--- src/rtl/mem_arbiter_if.sv ---
// Memory request/response port: valid/ready request channel carrying address
// and optional write data, plus a valid/ready response channel.
// master = the side issuing requests, slave = the side serving them.
interface mem_arbiter_if #(
    parameter int DATA_WIDTH = 32
);
    logic                  SEND_ADDR_VALID;
    logic [DATA_WIDTH-1:0] SEND_ADDR;
    logic                  SEND_DATA_VALID;
    logic [DATA_WIDTH-1:0] SEND_DATA;
    logic                  SEND_READY;
    logic                  RECEIVE_VALID;
    logic [DATA_WIDTH-1:0] RECEIVE_DATA;
    logic                  RECEIVE_READY;

    modport master (
        output SEND_ADDR_VALID, SEND_ADDR, SEND_DATA_VALID, SEND_DATA, RECEIVE_READY,
        input  SEND_READY, RECEIVE_VALID, RECEIVE_DATA
    );

    modport slave (
        input  SEND_ADDR_VALID, SEND_ADDR, SEND_DATA_VALID, SEND_DATA, RECEIVE_READY,
        output SEND_READY, RECEIVE_VALID, RECEIVE_DATA
    );
endinterface

--- src/rtl/mem_arbiter.sv ---
// Two-client round-robin arbiter in front of a single memory port.
// One transaction is outstanding at a time; the grant is held from the
// request phase through the response (or the send handshake for
// unacknowledged writes). Client 0 is the packet loader, client 1 the
// memory accessor.
module mem_arbiter #(
    parameter int DATA_WIDTH = 32,
    parameter bit WRITE_ACK  = 1'b0
) (
    input  logic          CLK,
    input  logic          RST,
    mem_arbiter_if.slave  c0,
    mem_arbiter_if.slave  c1,
    mem_arbiter_if.master mem,
    output logic [1:0]    GRANT
);

    typedef enum logic [1:0] {
        S_IDLE = 2'd0,
        S_SEND = 2'd1,
        S_WAIT = 2'd2
    } state_t;

    state_t     r_state;
    logic [1:0] r_grant;
    logic       r_last;

    logic                  w_sel;
    logic                  w_in_send;
    logic                  w_in_wait;
    logic                  w_req_addr_valid;
    logic [DATA_WIDTH-1:0] w_req_addr;
    logic                  w_req_data_valid;
    logic [DATA_WIDTH-1:0] w_req_data;
    logic                  w_req_recv_ready;
    logic                  w_send_hs;
    logic                  w_recv_hs;

    // r_grant is one-hot whenever a transaction is active, so bit 1 is the index
    assign w_sel     = r_grant[1];
    assign w_in_send = (r_state == S_SEND);
    assign w_in_wait = (r_state == S_WAIT);

    // Select the granted client's request and response-ready signals
    always_comb begin
        w_req_addr_valid = w_sel ? c1.SEND_ADDR_VALID : c0.SEND_ADDR_VALID;
        w_req_addr       = w_sel ? c1.SEND_ADDR       : c0.SEND_ADDR;
        w_req_data_valid = w_sel ? c1.SEND_DATA_VALID : c0.SEND_DATA_VALID;
        w_req_data       = w_sel ? c1.SEND_DATA       : c0.SEND_DATA;
        w_req_recv_ready = w_sel ? c1.RECEIVE_READY   : c0.RECEIVE_READY;
    end

    assign w_send_hs = w_in_send & w_req_addr_valid & mem.SEND_READY;
    assign w_recv_hs = w_in_wait & mem.RECEIVE_VALID & w_req_recv_ready;

    // Memory-side outputs: request only forwarded in S_SEND, response only accepted in S_WAIT
    always_comb begin
        mem.SEND_ADDR_VALID = w_in_send & w_req_addr_valid;
        mem.SEND_ADDR       = w_in_send ? w_req_addr : '0;
        mem.SEND_DATA_VALID = w_in_send & w_req_data_valid;
        mem.SEND_DATA       = w_in_send ? w_req_data : '0;
        mem.RECEIVE_READY   = w_in_wait & w_req_recv_ready;
    end

    // Client-side outputs: only the granted client ever sees ready/valid
    always_comb begin
        c0.SEND_READY    = w_in_send & r_grant[0] & mem.SEND_READY;
        c1.SEND_READY    = w_in_send & r_grant[1] & mem.SEND_READY;
        c0.RECEIVE_VALID = w_in_wait & r_grant[0] & mem.RECEIVE_VALID;
        c1.RECEIVE_VALID = w_in_wait & r_grant[1] & mem.RECEIVE_VALID;
        c0.RECEIVE_DATA  = mem.RECEIVE_DATA;
        c1.RECEIVE_DATA  = mem.RECEIVE_DATA;
    end

    assign GRANT = r_grant;

    // Arbitration FSM: pick a client in idle, hold the grant until completion
    always_ff @(posedge CLK) begin
        if (RST) begin
            r_state <= S_IDLE;
            r_grant <= 2'b00;
            r_last  <= 1'b1;
        end else begin
            case (r_state)
                S_IDLE: begin
                    if (c0.SEND_ADDR_VALID && c1.SEND_ADDR_VALID) begin
                        // Tie: the client that did not complete last goes next
                        r_grant <= r_last ? 2'b01 : 2'b10;
                        r_state <= S_SEND;
                    end else if (c0.SEND_ADDR_VALID) begin
                        r_grant <= 2'b01;
                        r_state <= S_SEND;
                    end else if (c1.SEND_ADDR_VALID) begin
                        r_grant <= 2'b10;
                        r_state <= S_SEND;
                    end
                end
                S_SEND: begin
                    if (w_send_hs) begin
                        if (w_req_data_valid && !WRITE_ACK) begin
                            // Posted write: done as soon as memory takes it
                            r_state <= S_IDLE;
                            r_last  <= w_sel;
                            r_grant <= 2'b00;
                        end else begin
                            r_state <= S_WAIT;
                        end
                    end
                end
                S_WAIT: begin
                    if (w_recv_hs) begin
                        r_state <= S_IDLE;
                        r_last  <= w_sel;
                        r_grant <= 2'b00;
                    end
                end
                default: begin
                    r_state <= S_IDLE;
                    r_grant <= 2'b00;
                end
            endcase
        end
    end

endmodule

--- src/flat_wrapper.sv ---
// flat-port wrapper written by rule: the top's interface ports become plain ports
module mem_arbiter_flat 
#(
    parameter int DATA_WIDTH = 32,
    parameter bit WRITE_ACK  = 1'b0
)
  (CLK, RST, GRANT, c0_SEND_ADDR_VALID, c0_SEND_ADDR, c0_SEND_DATA_VALID, c0_SEND_DATA, c0_RECEIVE_READY, c0_SEND_READY, c0_RECEIVE_VALID, c0_RECEIVE_DATA, c1_SEND_ADDR_VALID, c1_SEND_ADDR, c1_SEND_DATA_VALID, c1_SEND_DATA, c1_RECEIVE_READY, c1_SEND_READY, c1_RECEIVE_VALID, c1_RECEIVE_DATA, mem_SEND_ADDR_VALID, mem_SEND_ADDR, mem_SEND_DATA_VALID, mem_SEND_DATA, mem_RECEIVE_READY, mem_SEND_READY, mem_RECEIVE_VALID, mem_RECEIVE_DATA);
  mem_arbiter_if #(.DATA_WIDTH(DATA_WIDTH)) c0_i ();
  mem_arbiter_if #(.DATA_WIDTH(DATA_WIDTH)) c1_i ();
  mem_arbiter_if #(.DATA_WIDTH(DATA_WIDTH)) mem_i ();
  input  logic CLK;
  input  logic RST;
  output logic [1:0] GRANT;
  input wire logic [$bits(c0_i.SEND_ADDR_VALID)-1:0] c0_SEND_ADDR_VALID;
  input wire logic [$bits(c0_i.SEND_ADDR)-1:0] c0_SEND_ADDR;
  input wire logic [$bits(c0_i.SEND_DATA_VALID)-1:0] c0_SEND_DATA_VALID;
  input wire logic [$bits(c0_i.SEND_DATA)-1:0] c0_SEND_DATA;
  input wire logic [$bits(c0_i.RECEIVE_READY)-1:0] c0_RECEIVE_READY;
  output wire logic [$bits(c0_i.SEND_READY)-1:0] c0_SEND_READY;
  output wire logic [$bits(c0_i.RECEIVE_VALID)-1:0] c0_RECEIVE_VALID;
  output wire logic [$bits(c0_i.RECEIVE_DATA)-1:0] c0_RECEIVE_DATA;
  input wire logic [$bits(c1_i.SEND_ADDR_VALID)-1:0] c1_SEND_ADDR_VALID;
  input wire logic [$bits(c1_i.SEND_ADDR)-1:0] c1_SEND_ADDR;
  input wire logic [$bits(c1_i.SEND_DATA_VALID)-1:0] c1_SEND_DATA_VALID;
  input wire logic [$bits(c1_i.SEND_DATA)-1:0] c1_SEND_DATA;
  input wire logic [$bits(c1_i.RECEIVE_READY)-1:0] c1_RECEIVE_READY;
  output wire logic [$bits(c1_i.SEND_READY)-1:0] c1_SEND_READY;
  output wire logic [$bits(c1_i.RECEIVE_VALID)-1:0] c1_RECEIVE_VALID;
  output wire logic [$bits(c1_i.RECEIVE_DATA)-1:0] c1_RECEIVE_DATA;
  output wire logic [$bits(mem_i.SEND_ADDR_VALID)-1:0] mem_SEND_ADDR_VALID;
  output wire logic [$bits(mem_i.SEND_ADDR)-1:0] mem_SEND_ADDR;
  output wire logic [$bits(mem_i.SEND_DATA_VALID)-1:0] mem_SEND_DATA_VALID;
  output wire logic [$bits(mem_i.SEND_DATA)-1:0] mem_SEND_DATA;
  output wire logic [$bits(mem_i.RECEIVE_READY)-1:0] mem_RECEIVE_READY;
  input wire logic [$bits(mem_i.SEND_READY)-1:0] mem_SEND_READY;
  input wire logic [$bits(mem_i.RECEIVE_VALID)-1:0] mem_RECEIVE_VALID;
  input wire logic [$bits(mem_i.RECEIVE_DATA)-1:0] mem_RECEIVE_DATA;
  assign c0_i.SEND_ADDR_VALID = c0_SEND_ADDR_VALID;
  assign c0_i.SEND_ADDR = c0_SEND_ADDR;
  assign c0_i.SEND_DATA_VALID = c0_SEND_DATA_VALID;
  assign c0_i.SEND_DATA = c0_SEND_DATA;
  assign c0_i.RECEIVE_READY = c0_RECEIVE_READY;
  assign c0_SEND_READY = c0_i.SEND_READY;
  assign c0_RECEIVE_VALID = c0_i.RECEIVE_VALID;
  assign c0_RECEIVE_DATA = c0_i.RECEIVE_DATA;
  assign c1_i.SEND_ADDR_VALID = c1_SEND_ADDR_VALID;
  assign c1_i.SEND_ADDR = c1_SEND_ADDR;
  assign c1_i.SEND_DATA_VALID = c1_SEND_DATA_VALID;
  assign c1_i.SEND_DATA = c1_SEND_DATA;
  assign c1_i.RECEIVE_READY = c1_RECEIVE_READY;
  assign c1_SEND_READY = c1_i.SEND_READY;
  assign c1_RECEIVE_VALID = c1_i.RECEIVE_VALID;
  assign c1_RECEIVE_DATA = c1_i.RECEIVE_DATA;
  assign mem_SEND_ADDR_VALID = mem_i.SEND_ADDR_VALID;
  assign mem_SEND_ADDR = mem_i.SEND_ADDR;
  assign mem_SEND_DATA_VALID = mem_i.SEND_DATA_VALID;
  assign mem_SEND_DATA = mem_i.SEND_DATA;
  assign mem_RECEIVE_READY = mem_i.RECEIVE_READY;
  assign mem_i.SEND_READY = mem_SEND_READY;
  assign mem_i.RECEIVE_VALID = mem_RECEIVE_VALID;
  assign mem_i.RECEIVE_DATA = mem_RECEIVE_DATA;
  mem_arbiter #(.DATA_WIDTH(DATA_WIDTH), .WRITE_ACK(WRITE_ACK)) u_core (.CLK(CLK), .RST(RST), .c0(c0_i), .c1(c1_i), .mem(mem_i), .GRANT(GRANT));
endmodule
--- config.mk ---
export PLATFORM = sky130hd
export DESIGN_NAME = mem_arbiter_flat
export DESIGN_NICKNAME = d
export VERILOG_FILES = /design/src/rtl/mem_arbiter_if.sv /design/src/rtl/mem_arbiter.sv /design/src/flat_wrapper.sv
export SDC_FILE = /design/constraint.sdc
export NUM_CORES = 1
export LEC_CHECK = 0
export ABC_CLOCK_PERIOD_IN_PS = 1400
export BUFFER_PORTS_ARGS = -buffer_cell sky130_fd_sc_hd__buf_2
export CORE_AREA = 4 4 118 120
export CTS_BUF_LIST = sky130_fd_sc_hd__clkbuf_16
export DETAILED_ROUTE_END_ITERATION = 8
export DIE_AREA = 0 0 122 124
export PLACE_DENSITY_LB_ADDON = 0.08
export SKIP_CTS_REPAIR_TIMING = 1
export SYNTH_ARGS = -nofsm -noshare
export SYNTH_HDL_FRONTEND = slang
export SYNTH_SLANG_ARGS = --single-unit
--- constraint.sdc ---
create_clock -name CLK -period 1.4 [get_ports CLK]
set_input_delay 0.42 -clock CLK [delete_from_list [all_inputs] [get_ports CLK]]
set_output_delay 0.42 -clock CLK [all_outputs]
set_load 0.03 [all_outputs]
==> results of run 1 <==
## kinds of logic after synthesis
group	count (synthesis)	synth area share, %
AOI/OAI and AO/OA	9	4.06
buffers and inverters	80	31.8
and+or+nand+nor	91	21.2
DFF	5	5.50
muxes	68	37.4
## synth_stat cells, drive strengths merged
master  instances  area share (%)
o21ba           1            0.55
mux2i          68              37
nand2           2            0.41
nand2b          5             1.7
dfxtp           5             5.5
nor2b           3             1.0
o21a            2            0.82
o32ai           2             1.4
nor2           70              14
buf            79              32
and2            1            0.34
and3            4             1.4
o21ai           2            0.55
nand3           2            0.55
a31oi           1            0.34
inv             1            0.21
nor3            4             1.4
a21boi          1            0.41
## placed cells by master, fill, tap and decap left out, types with 4 or more instances in the layout
master	synthesis	routed
buf_2	10	199
mux2i_1	68	55
nand2b_1	5	4
buf_4	67	19
nor2_2	0	60
buf_6	2	10
mux2i_2	0	10
nor2_1	70	9
## worst paths after layout
check             cells past startpoint                end
hold / removal                        2  u_core.r_state[0]
setup reg to reg                      7  u_core.r_state[1]
setup / recovery                      4  mem_SEND_DATA[26]
hold reg to reg                       2    u_core.GRANT[0]
## metrics by stage
| step | setup TNS (ns) | total power [mW] | utilization, % |
|---|---|---|---|
| 2_1_floorplan | -14.26 | 1.42 | - |
| 3_3_place_gp | -7.11 | 1.60 | 22.2 |
| 3_5_place_dp | -7.92 | 1.59 | 22.2 |
| 4_1_cts | -24.92 | 2.07 | 22.8 |
| 5_1_grt | -28.48 | 2.28 | 24.7 |
| 6_report | -24.21 | 2.15 | 24.7 |
## metal layers
| layer | vias to the layer above | track usage [%] |
|---|---|---|
| met4 | 0 | 2.52 |
| met3 | 17 | 2.18 |
| met5 | - | 0 |
| met2 | 112 | 18.1 |
| met1 | 975 | 8.64 |
| li1 | 1090 | - |
## where the power goes
part	switching, mW	internal, mW
combinational	0.878	0.632
clock	0.0953	0.370
sequential	0.0175	0.156
## registers in the layout (all words and copies together) (netlist names)
register and flops:
u_core.GRANT 2, u_core.r_last 1, u_core.r_state 2
## final cells by class
class / count / area, um^2
Fill cell: 1476 / 9780
Multi-Input combinational cell: 168 / 1440
Timing Repair Buffer: 233 / 1350
Tap cell: 176 / 220
Sequential cell: 5 / 109
Clock buffer: 3 / 75.1
Clock inverter: 1 / 3.75
Inverter: 1 / 3.75
==> impl_table.tex, run 1 <==
\begin{tabular}{lr}
\hline
Metric & Value \\
\hline
\multicolumn{2}{l}{\textbf{STA}} \\
\quad Hold Slack & 0.440 ns \\
\quad Number of hold violations in the final report & 0 \\
\quad Final setup violation count & 76 \\
\quad Slew @ Worst Pin & 0.303 ns \\
\quad Unrepaired setup endpoints after global routing & yes \\
\quad Fin crit share & 130\% \\
\quad Worst slew slack as a fraction of its limit & 79.6\% \\
\quad Top achievable clock speed & 551 MHz \\
\quad Final worst slack & -0.415 ns \\
\quad Clock period minus worst slack & 1.81 ns \\
\quad Worst clock skew & 0.00336 ns \\
\quad Final Max Slew Viols & 0 \\
\multicolumn{2}{l}{\textbf{CTS}} \\
\quad Number of CTS-inserted buffers & 3 \\
\quad Root Driver & clkbuf\_16 \\
\quad Number of clock sinks seen by CTS & 5 \\
\quad Clock tree buffer depth & 2 \\
\quad Clock Pin Slew Worst Setup and Hold Paths & 0.04 ns \\
\quad TritonCTS clock tree & yes \\
\quad Clock insertion delay at the later pin of the skew report & 0.23 ns \\
\quad H-tree depth & 1 \\
\multicolumn{2}{l}{\textbf{Synthesis}} \\
\quad Synth Net Count & 423 \\
\quad Count of distinct cell types in the synthesized netlist & 22 \\
\quad Avg Synthesized Cell Area & 7.20 um\^{}2 \\
\quad Cell Area, Synth & 0.00182 mm\^{}2 \\
\quad Number of synthesized register bits & 5 \\
\quad Count of warnings emitted by yosys & 0 \\
\quad Fraction of the yosys area taken by sequential cells & 5.50\% \\
\quad Cells after Synth & 253 \\
\multicolumn{2}{l}{\textbf{Hold path}} \\
\quad Hold wc startpoint & RST \\
\quad Path type of the worst min-delay path & primary input to flip-flop \\
\multicolumn{2}{l}{\textbf{GRT}} \\
\quad GR Util All Layers & 8.82\% \\
\quad Number of antenna violations at the first check in global routing & 0 \\
\quad Wire length of the first global-routing pass & 10800 um \\
\quad Vias in the first global route & 2141 \\
\quad Remaining global-route overflow & 0 \\
\quad Maximum number of pins on one net before global-route repair & 35 \\
\multicolumn{2}{l}{\textbf{Detailed routing}} \\
\quad Detailed-routed wire length on met2 & 4340 um \\
\quad Antenna-violating nets left & 0 \\
\quad DRC & 0 \\
\quad Routed wirelength normalized by instance count & 13.3 um \\
\quad Top metal layer carrying routed signals & met4 \\
\quad DR WL met3 & 825 um \\
\quad First-pass iteration count of the detailed router & 4 \\
\quad Detail-routed via count per cell & 3.74 \\
\quad Met1 layer wirelength in the final routing & 2510 um \\
\quad Routed wire length & 7830 um \\
\quad Violation count after the first detailed-routing iteration & 38 \\
\quad Total number of vias & 2194 \\
\multicolumn{2}{l}{\textbf{Pwr}} \\
\quad Power density over the cells & 671 mW/mm\^{}2 \\
\quad Peak supply drop & 0.299 mV \\
\quad Leakage power of the design & 1.56 nW \\
\multicolumn{2}{l}{\textbf{Setup path}} \\
\quad CP endpoint kind & output pin \\
\quad Cell type group with the largest total delay on the critical path & flip-flops \\
\quad Sequence of cells on the critical path & buf\_16 -> mux2i\_2 -> nor2\_2 -> buf\_2 \\
\quad Slowest stage delay, CP & 0.40 ns \\
\quad Number of buffer and inverter stages on the critical path & 2 \\
\quad Slowest library cell on the worst path & dfxtp\_4 \\
\quad Nature of the critical path startpoint & flip-flop \\
\quad Worst reg2reg path startpoint & u\_core.GRANT[1] \\
\quad Worst Path Required & 0.98 ns \\
\quad Crit. Startpoint & u\_core.GRANT[1] \\
\quad Worst path arrival time & 1.39 ns \\
\quad Reg2reg setup slack & -0.12 ns \\
\quad Worst setup path class & flip-flop to output pin \\
\quad Maximum fanout count along the critical path & 30 \\
\multicolumn{2}{l}{\textbf{Die}} \\
\quad Area of the core & 0.0130 mm\^{}2 \\
\quad I/O pin cnt & 307 \\
\quad Die Footprint & 0.0151 mm\^{}2 \\
\quad Effective utilization at floorplan & 14.0\% \\
\quad Die Y & 124 um \\
\quad Horizontal extent of the die & 122 um \\
\quad Number of rows in the core area & 42 \\
\multicolumn{2}{l}{\textbf{Placement}} \\
\quad Estimated wirelength of the detail-placed design & 6650 um \\
\quad Port Buffer Count & 210 \\
\quad Post-DP Area & 0.00289 mm\^{}2 \\
\quad Worst setup slack before clock tree synthesis & -0.212 ns \\
\quad RD Place Congestion & 0.712 \\
\quad Cell count after placement & 578 \\
\multicolumn{2}{l}{\textbf{Run}} \\
\quad MaxCap Viol Count & 0 \\
\multicolumn{2}{l}{\textbf{Status}} \\
\quad Failing checks & negative setup slack \\
\quad Run status & finished with violations \\
\multicolumn{2}{l}{\textbf{Cells and area}} \\
\quad Post-route non-filler standard cell count & 587 \\
\quad Area added between synthesis and finish & 76.0\% \\
\quad Proportion of layout cells with a drive suffix above 1 & 78.8\% \\
\quad Cell area after layout & 0.00320 mm\^{}2 \\
\quad N\_diodes & 0 \\
\quad Number of nets in the final layout & 582 \\
\hline
\end{tabular}
Note: power is estimated with default switching activity, not from simulation.
==> run 2, diff against run 1 <==
BUFFER_PORTS_ARGS = -buffer_cell sky130_fd_sc_hd__clkbuf_2   (was -buffer_cell sky130_fd_sc_hd__buf_2)
==> run 2 against run 1 <==
  * The flow still finishes with violations (negative setup slack)
  * Cell count is 1.7% higher
  * Register-to-register slack is essentially flat
  * Power up 11%
  * Clock skew shrank 0.00064 ns
  * Setup slack gained 0.044 ns
  * Hold slack gained 0.018 ns
  * Critical endpoint is now mem_SEND_DATA[5]
==> impl_table.tex, run 2 (synthesized netlist as in run 1, its figures left out) <==
\begin{tabular}{lr}
\hline
Metric & Value \\
\hline
\multicolumn{2}{l}{\textbf{Pwr}} \\
\quad Internal power component & 1.32 mW \\
\quad Combinational share of power & 72.9\% \\
\quad Leakage power of the design & 1.72 nW \\
\quad Peak supply drop & 0.427 mV \\
\quad Power density over the cells & 661 mW/mm\^{}2 \\
\quad Overall power & 2.38 mW \\
\quad Net switching power of the design & 1.06 mW \\
\quad Sequential share of power & 7.1\% \\
\quad Net switching share of the total power & 44.6\% \\
\quad Part of the total power dissipated in the clock network & 20.0\% \\
\multicolumn{2}{l}{\textbf{Setup path}} \\
\quad Cell type group with the largest total delay on the critical path & buffers and inverters \\
\quad Nature of the critical path startpoint & flip-flop \\
\quad Worst Path Required & 0.98 ns \\
\quad Worst path arrival time & 1.35 ns \\
\quad CP endpoint kind & output pin \\
\quad Worst setup path class & flip-flop to output pin \\
\quad Sequence of cells on the critical path & buf\_8 -> clkbuf\_16 -> mux2i\_2 -> nor2\_2 -> buf\_2 \\
\quad Maximum fanout count along the critical path & 10 \\
\quad Number of buffer and inverter stages on the critical path & 3 \\
\quad Slowest stage delay, CP & 0.36 ns \\
\quad Slowest library cell on the worst path & dfxtp\_4 \\
\multicolumn{2}{l}{\textbf{Die}} \\
\quad Number of rows in the core area & 42 \\
\quad Die Y & 124 um \\
\quad I/O pin cnt & 307 \\
\quad Area of the core & 0.0130 mm\^{}2 \\
\quad Effective utilization at floorplan & 14.0\% \\
\quad Horizontal extent of the die & 122 um \\
\quad Die Footprint & 0.0151 mm\^{}2 \\
\multicolumn{2}{l}{\textbf{CTS}} \\
\quad H-tree depth & 1 \\
\quad Number of clock sinks seen by CTS & 5 \\
\quad Clock insertion delay at the later pin of the skew report & 0.23 ns \\
\quad Root Driver & clkbuf\_16 \\
\quad Clock Pin Slew Worst Setup and Hold Paths & 0.03 ns \\
\quad TritonCTS clock tree & yes \\
\quad Number of CTS-inserted buffers & 3 \\
\quad Clock tree buffer depth & 2 \\
\multicolumn{2}{l}{\textbf{STA}} \\
\quad Worst clock skew & 0.00273 ns \\
\quad Fin crit share & 127\% \\
\quad Clock period minus worst slack & 1.77 ns \\
\quad Final setup violation count & 76 \\
\quad Final Max Slew Viols & 0 \\
\quad Unrepaired setup endpoints after global routing & yes \\
\quad Final worst slack & -0.371 ns \\
\quad Worst slew slack as a fraction of its limit & 80.1\% \\
\quad Slew @ Worst Pin & 0.298 ns \\
\quad Top achievable clock speed & 565 MHz \\
\quad Sum Neg Setup Slack & -23.66 ns \\
\quad Number of hold violations in the final report & 0 \\
\multicolumn{2}{l}{\textbf{GRT}} \\
\quad GR Util All Layers & 8.91\% \\
\quad Routing usage on met2 & 18.0\% \\
\quad Remaining global-route overflow & 0 \\
\quad Number of antenna violations at the first check in global routing & 0 \\
\quad Grt met3 use & 3.00\% \\
\quad Routing usage on met1 & 8.50\% \\
\quad Maximum number of pins on one net before global-route repair & 31 \\
\quad Wire length of the first global-routing pass & 10700 um \\
\quad Most congested layer reported by global routing & met2 \\
\quad Vias in the first global route & 2070 \\
\multicolumn{2}{l}{\textbf{Cells and area}} \\
\quad Most frequent cells in the layout & clkbuf\_2 (145), nor2\_2 (60), mux2i\_1 (35) \\
\quad Area added between synthesis and finish & 97.7\% \\
\quad Number of nets in the final layout & 592 \\
\quad Share of the core filled with cells in the final layout & 27.7\% \\
\quad Layout fillers & 1449 \\
\quad Proportion of layout cells with a drive suffix above 1 & 83.8\% \\
\quad Commonest non-fill, non-tap cell in the layout & clkbuf\_2 \\
\quad N\_diodes & 0 \\
\multicolumn{2}{l}{\textbf{Status}} \\
\quad Run status & finished with violations \\
\quad Failing checks & negative setup slack \\
\multicolumn{2}{l}{\textbf{Detailed routing}} \\
\quad DRC & 0 \\
\quad Detail-routed via count per cell & 3.77 \\
\quad Routed wire length & 8730 um \\
\quad First-pass iteration count of the detailed router & 4 \\
\quad Routed wirelength normalized by instance count & 14.6 um \\
\quad Total number of vias & 2250 \\
\quad Antenna-violating nets left & 0 \\
\quad Violation count after the first detailed-routing iteration & 43 \\
\multicolumn{2}{l}{\textbf{Placement}} \\
\quad Port Buffer Count & 210 \\
\quad RD Place Congestion & 0.735 \\
\quad Estimated wirelength of the detail-placed design & 6750 um \\
\quad Worst setup slack before clock tree synthesis & -0.213 ns \\
\multicolumn{2}{l}{\textbf{Hold path}} \\
\quad Path type of the worst min-delay path & primary input to flip-flop \\
\multicolumn{2}{l}{\textbf{Run}} \\
\quad MaxCap Viol Count & 0 \\
\hline
\end{tabular}
-- run 2: power groups by stage --
stage          sequential, mW  clock [mW]  combinational (mW)
6_report                0.170       0.476                1.73
5_1_grt                 0.172       0.505                1.84
4_1_cts                 0.172       0.488                1.44
3_3_place_gp            0.173           0                1.44
2_1_floorplan           0.179           0                1.24
3_5_place_dp            0.174           0                1.43
-- run 2: area by class of cell --
class | instances | area, um^2 | area share, %
repair buffers | 243 | 1640 | 45.6
inverters | 1 | 3.75 | 0.104
multi-input cells | 168 | 1550 | 43.0
flip-flops and latches | 5 | 109 | 3.03
clock inverters | 1 | 3.75 | 0.104
clock buffers | 3 | 75.1 | 2.09
well taps | 176 | 220 | 6.12
-- run 2: metrics by stage --
step                cells  hold WS (ns)  instance area [um^2]
floorplan             253         0.496                  2020
global placement      581         0.520                  2910
detailed placement    581         0.508                  2910
CTS                   585         0.460                  2990
global route          597         0.488                  3600
finish                597         0.458                  3600
-- run 2: layer usage --
metal,part of all wire [%],vias up
met1,32,1005
met2,56,113
li1,-,1117
met5,0,-
met3,10,15
met4,1.5,0
-- run 2: path summary, 6_finish.rpt --
kind                            slack, ns  depth (start not counted)       startpoint                end
worst min-delay path                 0.46                          2              RST  u_core.r_state[0]
worst max register to register      -0.11                          7  u_core.GRANT[1]    u_core.GRANT[1]
worst min register to register       0.52                          2    u_core.r_last      u_core.r_last
worst max-delay path                -0.37                          5  u_core.GRANT[1]   mem_SEND_DATA[5]
-- run 2: worst reg2reg max path: stages, from the launching register on --
cell and delay [ns]:
dfxtp_4 0.35, buf_4 0.16, buf_8 0.14, mux2i_2 0.16, buf_4 0.13, and2_1 0.16
nor3_2 0.19, o21ai_1 0.10
